--- config.mk ---
export PLATFORM = sky130hd
export DESIGN_NAME = pipe_skid_stage
export DESIGN_NICKNAME = d
export VERILOG_FILES = /design/src/rtl/pipe_skid_stage.sv
export SDC_FILE = /design/constraint.sdc
export NUM_CORES = 1
export LEC_CHECK = 0
export CAP_MARGIN = 5
export CORE_MARGIN = 5
export CORE_UTILIZATION = 49
export DETAILED_ROUTE_END_ITERATION = 10
export HOLD_SLACK_MARGIN = 0.08
export PLACE_DENSITY = 0.88
export SLEW_MARGIN = 20
export SYNTH_ARGS = -nofsm -noshare
export SYNTH_HDL_FRONTEND = slang
export SYNTH_SLANG_ARGS = --single-unit
--- constraint.sdc ---
create_clock -name clk -period 1.85 [get_ports clk]
set_input_delay 0.555 -clock clk [delete_from_list [all_inputs] [get_ports clk]]
set_output_delay 0.555 -clock clk [all_outputs]
set_load 0.05 [all_outputs]
--- src/rtl/pipe_skid_stage.sv ---
// Parametrised pipeline stage register carrying an opaque payload.
// MODE=0 is the legacy stall-vector register; MODE=1 is a valid/ready stage with a 2-entry skid buffer.
module pipe_skid_stage #(
  parameter int unsigned       DATA_W     = 128,
  parameter int unsigned       MODE       = 1,
  parameter logic [DATA_W-1:0] BUBBLE_VAL = '0
) (
  input  logic              clk,
  input  logic              rst,
  input  logic              flush,
  input  logic              stall_up,
  input  logic              stall_down,
  input  logic              in_valid,
  output logic              in_ready,
  input  logic [DATA_W-1:0] in_data,
  output logic              out_valid,
  input  logic              out_ready,
  output logic [DATA_W-1:0] out_data,
  output logic [1:0]        occupancy
);

  // M is the register presented downstream; S catches the beat that arrives
  // while M is stalled, so in_ready never depends on out_ready combinationally.
  logic              m_valid_q, m_valid_d;
  logic [DATA_W-1:0] m_data_q,  m_data_d;
  logic              s_valid_q, s_valid_d;
  logic [DATA_W-1:0] s_data_q,  s_data_d;
  logic              accept;
  logic              drain;

  assign in_ready  = (MODE == 0) ? (!rst && !stall_up) : (!rst && !s_valid_q);
  assign accept    = in_valid && in_ready;
  assign drain     = m_valid_q && out_ready;
  assign out_valid = m_valid_q;
  // Legacy mode exposes the loaded payload even for an invalid beat.
  assign out_data  = (MODE == 0 || m_valid_q) ? m_data_q : BUBBLE_VAL;
  assign occupancy = {1'b0, m_valid_q} + {1'b0, s_valid_q};

  always_comb begin
    // NOTE: every _d gets its hold value first, so no path leaves one unassigned and no latch is inferred.
    m_valid_d = m_valid_q;
    m_data_d  = m_data_q;
    s_valid_d = s_valid_q;
    s_data_d  = s_data_q;

    if (flush) begin
      m_valid_d = 1'b0;
      m_data_d  = BUBBLE_VAL;
      s_valid_d = 1'b0;
      s_data_d  = BUBBLE_VAL;
    end else if (MODE == 0) begin
      if (stall_up && !stall_down) begin
        m_valid_d = 1'b0;
        m_data_d  = BUBBLE_VAL;
      end else if (!stall_up) begin
        m_valid_d = in_valid;
        m_data_d  = in_data;
      end
    end else begin
      case ({m_valid_q, s_valid_q})
        2'b00: begin
          if (accept) begin
            m_valid_d = 1'b1;
            m_data_d  = in_data;
          end
        end
        2'b10: begin
          if (accept && drain) begin
            m_data_d = in_data;
          end else if (accept) begin
            s_valid_d = 1'b1;
            s_data_d  = in_data;
          end else if (drain) begin
            m_valid_d = 1'b0;
            m_data_d  = BUBBLE_VAL;
          end
        end
        2'b11: begin
          if (drain) begin
            m_data_d  = s_data_q;
            s_valid_d = 1'b0;
            s_data_d  = BUBBLE_VAL;
          end
        end
        default: ;
      endcase
    end
  end

  // NOTE: state registers use non-blocking assignments so every flop samples pre-edge values.
  always_ff @(posedge clk) begin
    if (rst) begin
      m_valid_q <= 1'b0;
      m_data_q  <= BUBBLE_VAL;
      s_valid_q <= 1'b0;
      s_data_q  <= BUBBLE_VAL;
    end else begin
      m_valid_q <= m_valid_d;
      m_data_q  <= m_data_d;
      s_valid_q <= s_valid_d;
      s_data_q  <= s_data_d;
    end
  end

endmodule

==> results_dict.tcl <==
set metrics [dict create \
    coreArea_um2 29800 \
    crit_cells 10 \
    rows 63 \
    synth_nets 1974 \
    finalSetupTns_ns -69.41 \
    crit_required_ns 2.27 \
    ys_types 28 \
    status "finished with violations" \
    max_slew_margin 0.708 \
    drive_gt1_frac 0.273 \
    fmax_mhz 429 \
    utilization 0.763 \
    critPathCaptureType "flop" \
    p_int_mw 10.5 \
    setup_viol 390 \
    crit_fanout 6 \
    tightest_slew_ns 0.437 \
    crit_chain "buf_4, clkbuf_16, buf_4, ha_4, buf_8, buf_12, clkbuf_16, nor3b_2, a41oi_2, a32oi_2" \
    track_usage 0.289 \
    antenna_left 0 \
    cts-root-buf "clkbuf_16" \
    path_buf_inv 6 \
    viasPerCell 7.28 \
    post_drt_wl_per_cell_um 25.5 \
    r2r-end "m_data_q[10]" \
    post-route-period-util 1.26 \
    cts_buffer_depth 3 \
    synthToLayoutAreaGrowth_pct 52.7 \
    grt_pass1_vias 16400 \
    startpoint "out_valid" \
    register_area_um2 5170 \
    p_sw_frac 0.265 \
    comb_power_share 0.168 \
    path_clk_slew_ns 0.06 \
    p_sw_mw 3.80 \
    r2r_cells 10 \
    die_area_um2 34000 \
    p_leak_nw 7.62 \
    clkPwrFrac 0.427 \
    grt_max_degree 103 \
    fillCellCount 1736 \
    grt-ovfl-total 0 \
    min_period_ns 2.33 \
    yosys.area.top_type "dfxtp_1" \
    synth_commonest_cells "dfxtp_1, nand2_1, clkbuf_1" \
    drt_first_pass_iters 7 \
    die_w_um 184 \
    ys_top_cells_by_area "dfxtp_1, a32oi_1, a41oi_1" \
    dpl.hpwl_um 31400 \
    r2r_start "out_valid" \
    power_density_nw_per_um2 631 \
    vias 17600 \
    synth-async-reset-ratio 0 \
    cts_inserted_buffers 28 \
    cp-start-kind "flop" \
    start_util 0.500 \
    hold_viol 0 \
    multi_input_area_um2 9530 \
    worstPathArrival_ns 2.75 \
    synthFlopType "dfxtp_1" \
    gp_congestion 0.824 \
    slowest_delay_ns 0.42 \
    fp.dieH_um 184 \
    rsz0062_at_grt "true" \
    cts_tree "yes" \
    syn-instance-count 1836 \
    slowest_stage "a32oi_2" \
    fin_ws_ns -0.483 \
    peakVddDrop_uv 602 \
    grt_pass1_wl_um 83400 \
    crit_family "buffers and inverters" \
    ioPinCount 267 \
    cts-htree-levels 1 \
    first_iter_violations 3538 \
    nNetsFinal 2143 \
    cts.sinks 258 \
    finalMaxSlewViolations 0 \
    drc 0 \
    ys_seq_area_frac 0.347 \
    skew_ns 0.0143 \
    yosysWarnings 0 \
    ys_ff_latch 258 \
    io_buffers 264 \
    endpoint "m_data_q[10]" \
    seq_power_share 0.405 \
    synth.top_cell.area_share 0.347 \
    min-delay-path-class "flop to flop" \
    violations "negative setup slack" \
    r2r_setup_slack_ns -0.48 \
    path_class "flop to flop" \
    synth_area_um2 14900 \
    synth-edff-count 0 \
    clkLatencyLatePin_ns 0.56 \
    synth_area_per_cell_um2 8.11 \
    wl_um 61700 \
    drv_cap 0 \
    antenna_found_initial 5 \
]
[metrics by stage]
step	cell area (um^2)	instances	hold slack [ns]	power, mW	worst slack [ns]
after detailed placement	19900	2311	0.435	7.82	-0.556
after CTS	21100	2368	0.449	13.8	-0.333
after global routing	22700	2420	0.463	14.7	-0.505
final	22700	2420	0.448	14.3	-0.483
after global placement	19900	2311	0.430	7.75	-0.482
after floorplan	15200	1836	0.421	6.93	-0.0471
[final cells by class]
class,count,share of cell area
Clock inverter,9,0.00649
Clock buffer,42,0.0372
Antenna cell,4,0.000440
Multi-Input combinational cell,1305,0.419
Tap cell,390,0.0215
Sequential cell,258,0.227
Timing Repair Buffer,409,0.288
Inverter,3,0.000495
[cell families after synthesis]
kind of cell	after synthesis	synth area share
AO/OA/AOI/OAI	518	0.272
AND/OR/NAND/NOR	784	0.297
adder cells (fa/ha/maj)	3	0.00252
buffers and inverters	273	0.0819
flip-flops	258	0.347
[tightest hold or removal path: cells and delay by family (launching register included)]
| kind | cells | cell delay [ns] |
|---|---|---|
| AND/OR/NAND/NOR | 1 | 0.05 |
| flip-flops | 1 | 0.31 |
| AO/OA/AOI/OAI | 1 | 0.04 |
[timing repair]
item	CTS	global route
setup buffers	4	17
hold endpoints to repair	0	0
gates resized for setup	48	169
hold buffers	0	0
pin swaps	2	70
endpoints found under the setup margin	137	377
cloned	2	31
[sequential cells by signal (all words and copies together), names as in the netlist]
name	count
m_data_q	128
s_data_q	128
s_valid_q	1
out_valid	1
[power groups by stage]
| stage | sequential, mW | clock [mW] | combinational [mW] |
|---|---|---|---|
| 5_1_grt | 5.82 | 6.37 | 2.49 |
| 6_report | 5.81 | 6.13 | 2.41 |
| 4_1_cts | 5.80 | 6.09 | 1.96 |
| 3_3_place_gp | 5.91 | 0 | 1.84 |
| 2_1_floorplan | 5.88 | 0 | 1.05 |
| 3_5_place_dp | 5.91 | 0 | 1.91 |
[cells in the final DEF, fill, tap and decap left out, types with 2 or more instances in the layout]
cell type and instances:
nand2_1 257, dfxtp_1 256, buf_12 197, clkdlybuf4s50_1 131, a21oi_1 130, nor2b_1 129, nand4_1 128, a32oi_1 127
o311ai_1 126, a41oi_1 109, and2_4 107, nor3b_1 62, clkbuf_16 53, nor3b_2 50, buf_4 34, and2_2 22
a41oi_2 19, nor3b_4 17, buf_16 10, buf_8 8, clkbuf_1 7, clkbuf_8 5, buf_6 5, diode_2 4
clkinv_2 4, bufinv_16 4, inv_1 3, ha_4 3, nand2b_4 2, o311ai_2 2, nor2_4 2
[metal layers]
metal / wire, um / vias up / GRT usage
met5: 7 / - / 0
met4: 3160 / 2 / 0.128
met3: 7360 / 325 / 0.0507
met2: 29000 / 1608 / 0.480
met1: 22200 / 8329 / 0.368
li1: - / 7354 / -
[how the worst min path moves through the flow]
stage / cells after the start / slack [ns] / endpoint / from
after floorplan: 2 / 0.42 / m_data_q[104] / m_data_q[104]
after global placement: 2 / 0.43 / m_data_q[2] / m_data_q[2]
after detailed placement: 2 / 0.44 / m_data_q[74] / m_data_q[74]
after CTS: 2 / 0.45 / m_data_q[1] / m_data_q[1]
after global routing: 2 / 0.46 / m_data_q[1] / m_data_q[1]
final: 2 / 0.45 / m_data_q[41] / m_data_q[41]
No activity file was read; power rests on OpenSTA's default activity.
